[config.mk]
export PLATFORM = sky130hd
export DESIGN_NAME = switch_rx_port
export DESIGN_NICKNAME = d
export VERILOG_FILES = /design/src/rtl/switch_pkg.sv /design/src/rtl/switch_rx_port_fifo.sv /design/src/rtl/switch_rx_port.sv
export SDC_FILE = /design/constraint.sdc
export NUM_CORES = 1
export LEC_CHECK = 0
export BUFFER_PORTS_ARGS = -buffer_cell sky130_fd_sc_hd__buf_2
export CAP_MARGIN = 20
export CORE_MARGIN = 2
export CORE_UTILIZATION = 35
export DETAILED_ROUTE_END_ITERATION = 7
export PLACE_DENSITY_LB_ADDON = 0.08
export SLEW_MARGIN = 20
export SYNTH_ARGS = -nofsm -noshare
export SYNTH_HDL_FRONTEND = slang
export SYNTH_SLANG_ARGS = --single-unit
[constraint.sdc]
create_clock -name clk -period 4.4 [get_ports clk]
set_clock_uncertainty 0.05 [all_clocks]
set_input_delay 0 -clock clk [delete_from_list [all_inputs] [get_ports clk]]
set_output_delay 0 -clock clk [all_outputs]
set_load 0.02 [all_outputs]
[src/rtl/switch_pkg.sv]
// Shared frame-link definitions: frame geometry, field positions,
// delimiter, broadcast address and receiver FSM encoding.
package switch_pkg;

  localparam int DEPTH      = 16;
  localparam int ADDR_WIDTH = 4;
  localparam int SFD_WIDTH  = 4;

  localparam logic [SFD_WIDTH-1:0] SFD = 4'b0101;

  localparam int DST_MSB     = DEPTH - SFD_WIDTH - 1;
  localparam int DST_LSB     = DST_MSB - ADDR_WIDTH + 1;
  localparam int SRC_MSB     = DST_LSB - 1;
  localparam int SRC_LSB     = SRC_MSB - ADDR_WIDTH + 1;
  localparam int PAYLOAD_MSB = SRC_LSB - 1;

  localparam logic [ADDR_WIDTH-1:0] BROADCAST_ADDR = '1;

  typedef enum logic [1:0] {
    RX_IDLE,
    RX_SHIFT,
    RX_CHECK
  } rx_state_t;

  function automatic logic sfd_ok(
    input logic [DEPTH-1:0] f
  );
    return f[DEPTH-1 -: SFD_WIDTH] == SFD;
  endfunction

endpackage

[src/rtl/switch_rx_port_fifo.sv]
// Frame FIFO: push/pop with count; room reports whether a push lands.
// Ports: clk, rst, push, din, pop -> head, empty, room, count.
module frame_fifo #(
  parameter  int WIDTH   = 16,
  parameter  int ENTRIES = 4,
  localparam int AW      = $clog2(ENTRIES)
) (
  input  logic             clk,
  input  logic             rst,
  input  logic             push,
  input  logic [WIDTH-1:0] din,
  input  logic             pop,
  output logic [WIDTH-1:0] head,
  output logic             empty,
  output logic             room,
  output logic [AW:0]      count
);

  logic [WIDTH-1:0] mem [ENTRIES];
  logic [AW-1:0]    wptr;
  logic [AW-1:0]    rptr;
  logic             full;
  logic             do_push;
  logic             do_pop;

  assign empty   = count == '0;
  assign full    = count == (AW+1)'(ENTRIES);
  assign do_pop  = pop && !empty;
  // A pop in the same cycle frees the slot a full FIFO lacks.
  assign room    = !full || do_pop;
  assign do_push = push && room;
  assign head    = empty ? '0 : mem[rptr];

  always_ff @(posedge clk or posedge rst) begin
    if (rst) begin
      wptr  <= '0;
      rptr  <= '0;
      count <= '0;
    end else begin
      if (do_push)
        wptr <= wptr + 1'b1;
      if (do_pop)
        rptr <= rptr + 1'b1;
      if (do_push && !do_pop)
        count <= count + 1'b1;
      else if (do_pop && !do_push)
        count <= count - 1'b1;
    end
  end

  always_ff @(posedge clk) begin
    if (do_push)
      mem[wptr] <= din;
  end

endmodule

[src/rtl/switch_rx_port.sv]
// Switch ingress receiver: deserializes frames, checks SFD, queues them.
// Ports: clk, rst, rx_bit in; out_* handshake, drop pulses, fifo_count.
module switch_rx_port
  import switch_pkg::*;
#(
  parameter  int FIFO_DEPTH = 4,
  localparam int CW         = $clog2(FIFO_DEPTH) + 1
) (
  input  logic                  clk,
  input  logic                  rst,
  input  logic                  rx_bit,
  output logic [DEPTH-1:0]      out_frame,
  output logic [ADDR_WIDTH-1:0] out_dst,
  output logic [ADDR_WIDTH-1:0] out_src,
  output logic                  out_valid,
  input  logic                  out_ready,
  output logic                  drop_sfd,
  output logic                  drop_full,
  output logic [CW-1:0]         fifo_count
);

  localparam int BW = $clog2(DEPTH);

  rx_state_t        state;
  logic             rx_bit_d1;
  logic [DEPTH-1:0] shreg;
  logic [BW-1:0]    bit_cnt;
  logic             start;
  logic             sfd_good;
  logic             push;
  logic             pop;
  logic             room;
  logic             empty;

  assign start    = rx_bit_d1 && !rx_bit;
  assign sfd_good = sfd_ok(shreg);
  assign push     = (state == RX_CHECK) && sfd_good;
  assign pop      = out_valid && out_ready;

  frame_fifo #(
    .WIDTH   (DEPTH),
    .ENTRIES (FIFO_DEPTH)
  ) u_fifo (
    .clk   (clk),
    .rst   (rst),
    .push  (push),
    .din   (shreg),
    .pop   (pop),
    .head  (out_frame),
    .empty (empty),
    .room  (room),
    .count (fifo_count)
  );

  assign out_valid = !empty;
  assign out_dst   = out_frame[DST_MSB:DST_LSB];
  assign out_src   = out_frame[SRC_MSB:SRC_LSB];

  always_ff @(posedge clk or posedge rst) begin
    if (rst) begin
      state     <= RX_IDLE;
      rx_bit_d1 <= 1'b1;
      shreg     <= '0;
      bit_cnt   <= '0;
      drop_sfd  <= 1'b0;
      drop_full <= 1'b0;
    end else begin
      rx_bit_d1 <= rx_bit;
      drop_sfd  <= 1'b0;
      drop_full <= 1'b0;
      unique case (state)
        RX_IDLE: begin
          if (start) begin
            shreg   <= {shreg[DEPTH-2:0], rx_bit};
            bit_cnt <= BW'(DEPTH - 1);
            state   <= RX_SHIFT;
          end
        end
        RX_SHIFT: begin
          shreg   <= {shreg[DEPTH-2:0], rx_bit};
          bit_cnt <= bit_cnt - 1'b1;
          if (bit_cnt == BW'(1))
            state <= RX_CHECK;
        end
        RX_CHECK: begin
          // rx_bit carries the guard bit here and is not looked at.
          drop_sfd  <= !sfd_good;
          drop_full <= sfd_good && !room;
          state     <= RX_IDLE;
        end
        default: state <= RX_IDLE;
      endcase
    end
  end

endmodule

==> impl_metrics.env <==
export IMPL_ys_seq_area_frac=0.685
export IMPL_drive_gt1_frac=0.290
export IMPL_slew_limit_headroom=0.269
export IMPL_die_w_um=111
export IMPL_viasPerCell=4.78
export IMPL_status="finished, final reports clean"
export IMPL_area_growth_pct=14.1
export IMPL_ys_warnings_count=0
export IMPL_die_area_mm2=0.0122
export IMPL_chipHeight_um=111
export IMPL_holdWs_ns=0.254
export IMPL_antenna_cells=0
export IMPL_final_max_slew_violation_count=0
export IMPL_p_leak_uw=0.00172
export IMPL_cts_tree="yes"
export IMPL_r2r_cells=8
export IMPL_dp_hpwl_um=4190
export IMPL_synth_seq_cells=96
export IMPL_clk_insertion_delay_late_ns=0.33
export IMPL_synth_largest_area_cell="edfxtp_1"
export IMPL_routed_wl_um=6920
export IMPL_rows=38
export IMPL_min_path_type="input pin to async pin"
export IMPL_cp_end_kind="primary output"
export IMPL_fp_coreArea_mm2=0.0110
export IMPL_antenna_found_initial=0
export IMPL_max_vdd_ir_drop_v=0.000416
export IMPL_period_share=0.573
export IMPL_layout_cells_non_filler=392
export IMPL_post_route_util=0.413
export IMPL_r2r_end="u_fifo.count[2]"
export IMPL_synthArstFlopShare=0.333
export IMPL_grt_max_degree=33
export IMPL_clock_path_buffers=2
export IMPL_required_ns=4.35
export IMPL_synth_ff_type="edfxtp_1"
export IMPL_cp_endpoint="out_frame[13]"
export IMPL_worstSetupPathType="register to primary output"
export IMPL_cts_sinks=96
export IMPL_ctsHtreeMaxLevel=3
export IMPL_synth_edff_count=64
export IMPL_synth_top_area_frac=0.483
export IMPL_start_util=0.362
export IMPL_via_count=1873
export IMPL_layout_commonest_cell="edfxtp_1"
export IMPL_grt_total_usage=0.119
export IMPL_overflow=0
export IMPL_final_hold_viol_count=0
export IMPL_wl_per_cell_um=17.6
export IMPL_grt_pass1_vias=1994
export IMPL_dp_cells=373
export IMPL_ant_nets=0
export IMPL_power_density_cell_area_mw_per_mm2=679
export IMPL_period_needed_ns=2.52
export IMPL_synthesis_area_mm2=0.00398
export IMPL_drt_first_pass_iters=4
export IMPL_nets=259
export IMPL_cp_start_kind="register"
export IMPL_gp_congestion=0.663
export IMPL_portBuffers=33
export IMPL_cp_max_fo=18
export IMPL_initialDrtViolationCount=59
export IMPL_cts_made_buffers=9
export IMPL_io_pins=34
export IMPL_final_cell_mix="edfxtp_1, buf_2, dfrtp_1, and2_1, mux2_2"
export IMPL_tightest_slew_ns=1.10
export IMPL_cts_resized=0
export IMPL_tns_ns=0
export IMPL_rsz0062_at_grt="no"
export IMPL_arrival_ns=2.47
export IMPL_setup_viol_count_final=0
export IMPL_synthCells=217
export IMPL_grt_pass1_wl_um=11000
export IMPL_reg2reg_from="u_fifo.count[0]"
export IMPL_regToRegSetupSlack_ns=1.89
export IMPL_critPathLaunch="u_fifo.rptr[0]"
export IMPL_synthesis_nets=229
export IMPL_cts_root_buf="clkbuf_16"
export IMPL_max_cap_viol_count=0
export IMPL_drc_errors=0
export IMPL_cts_clk_slew_worst_paths_ns=0.06
export IMPL_max_freq_mhz=396
export IMPL_synth_area_leaders="edfxtp_1, dfrtp_1, mux4_1"
export IMPL_synth_distinct_cells=36
export IMPL_post_synth_cell_area_avg_um2=18.3
## metal layers
metal | track usage | vias to the layer above | wire, um
met5 | 0 | - | 0
met4 | 0.0325 | 0 | 45
met3 | 0.0351 | 4 | 272
met2 | 0.204 | 37 | 3500
met1 | 0.148 | 961 | 3100
li1 | - | 871 | -
## worst min-delay path by stage
stage / slack, ns / to / startpoint
floorplan: -0.05 / rx_bit_d1 / rx_bit
global placement: 0.08 / u_fifo.wptr[0] / rst
detailed placement: 0.08 / u_fifo.wptr[1] / rst
CTS: 0.28 / shreg[13] / rst
global route: 0.28 / rx_bit_d1 / rx_bit
finish: 0.25 / u_fifo.wptr[1] / rst
## through the flow
step / total power [uW] / cell area [um^2] / setup slack, ns
3_5_place_dp: 2360 / 4200 / 1.84
5_1_grt: 3270 / 4540 / 1.66
4_1_cts: 3140 / 4530 / 1.81
6_report: 3080 / 4540 / 1.88
2_1_floorplan: 2120 / 3980 / 2.17
3_3_place_gp: 2340 / 4200 / 1.88
## power breakdown
| part | leakage (uW) | total, uW | internal [uW] | switching (uW) |
|---|---|---|---|---|
| Sequential | 0.000951 | 1430 | 1180 | 248 |
| Clock | 0.000141 | 771 | 456 | 315 |
| Combinational | 0.000632 | 884 | 432 | 452 |
## synthesized netlist by cell type (2+ instances only)
cell type / instances
xor2_1: 2
nor2_1: 5
and2_1: 20
clkbuf_1: 3
nor2b_1: 3
ha_1: 7
mux2i_1: 2
xnor2_1: 4
buf_4: 8
a22oi_1: 3
mux4_1: 14
mux4_2: 2
buf_6: 2
edfxtp_1: 64
buf_2: 4
inv_1: 8
nor3_1: 2
mux2_2: 16
dfrtp_1: 31
## sequential cells by signal (all words and copies together), names as in the netlist, 2 cells and up
register / count
bit_cnt: 4
u_fifo.mem: 64
u_fifo.rptr: 2
u_fifo.count: 3
u_fifo.wptr: 2
state: 2
shreg: 16
## cell type report
| cell class | count | area, um^2 |
|---|---|---|
| inverters | 8 | 30.0 |
| clock buffers | 10 | 239 |
| fillers | 998 | 6440 |
| flip-flops and latches | 96 | 2720 |
| well taps | 140 | 175 |
| clock inverters | 6 | 66.3 |
| multi-input cells | 95 | 1100 |
| repair buffers | 37 | 203 |
## worst max-delay path, cell delays in order, from the launching register on
cell and delay [ns]:
dfrtp_1 1.07, mux4_1 0.71, and2_1 0.20, buf_2 0.16
## kinds of logic (layout without fill, tap and decap cells)
kind of cell | count (synthesis) | in the layout | synth area share
DFF | 96 | 96 | 0.685
and+or+nand+nor | 41 | 41 | 0.0673
muxes | 35 | 35 | 0.158
buffers and inverters | 26 | 61 | 0.0412
adders and majority gates | 8 | 8 | 0.0270
xor gates and xnor gates | 6 | 6 | 0.0132
AOI/OAI and AO/OA | 5 | 5 | 0.00880
## repair_timing
action | in CTS | in global routing
hold buffers | 3 | 0
buffers inserted | 0 | 0
hold endpoints to repair | 36 | 0
Note: power is estimated with default switching activity, not from simulation.
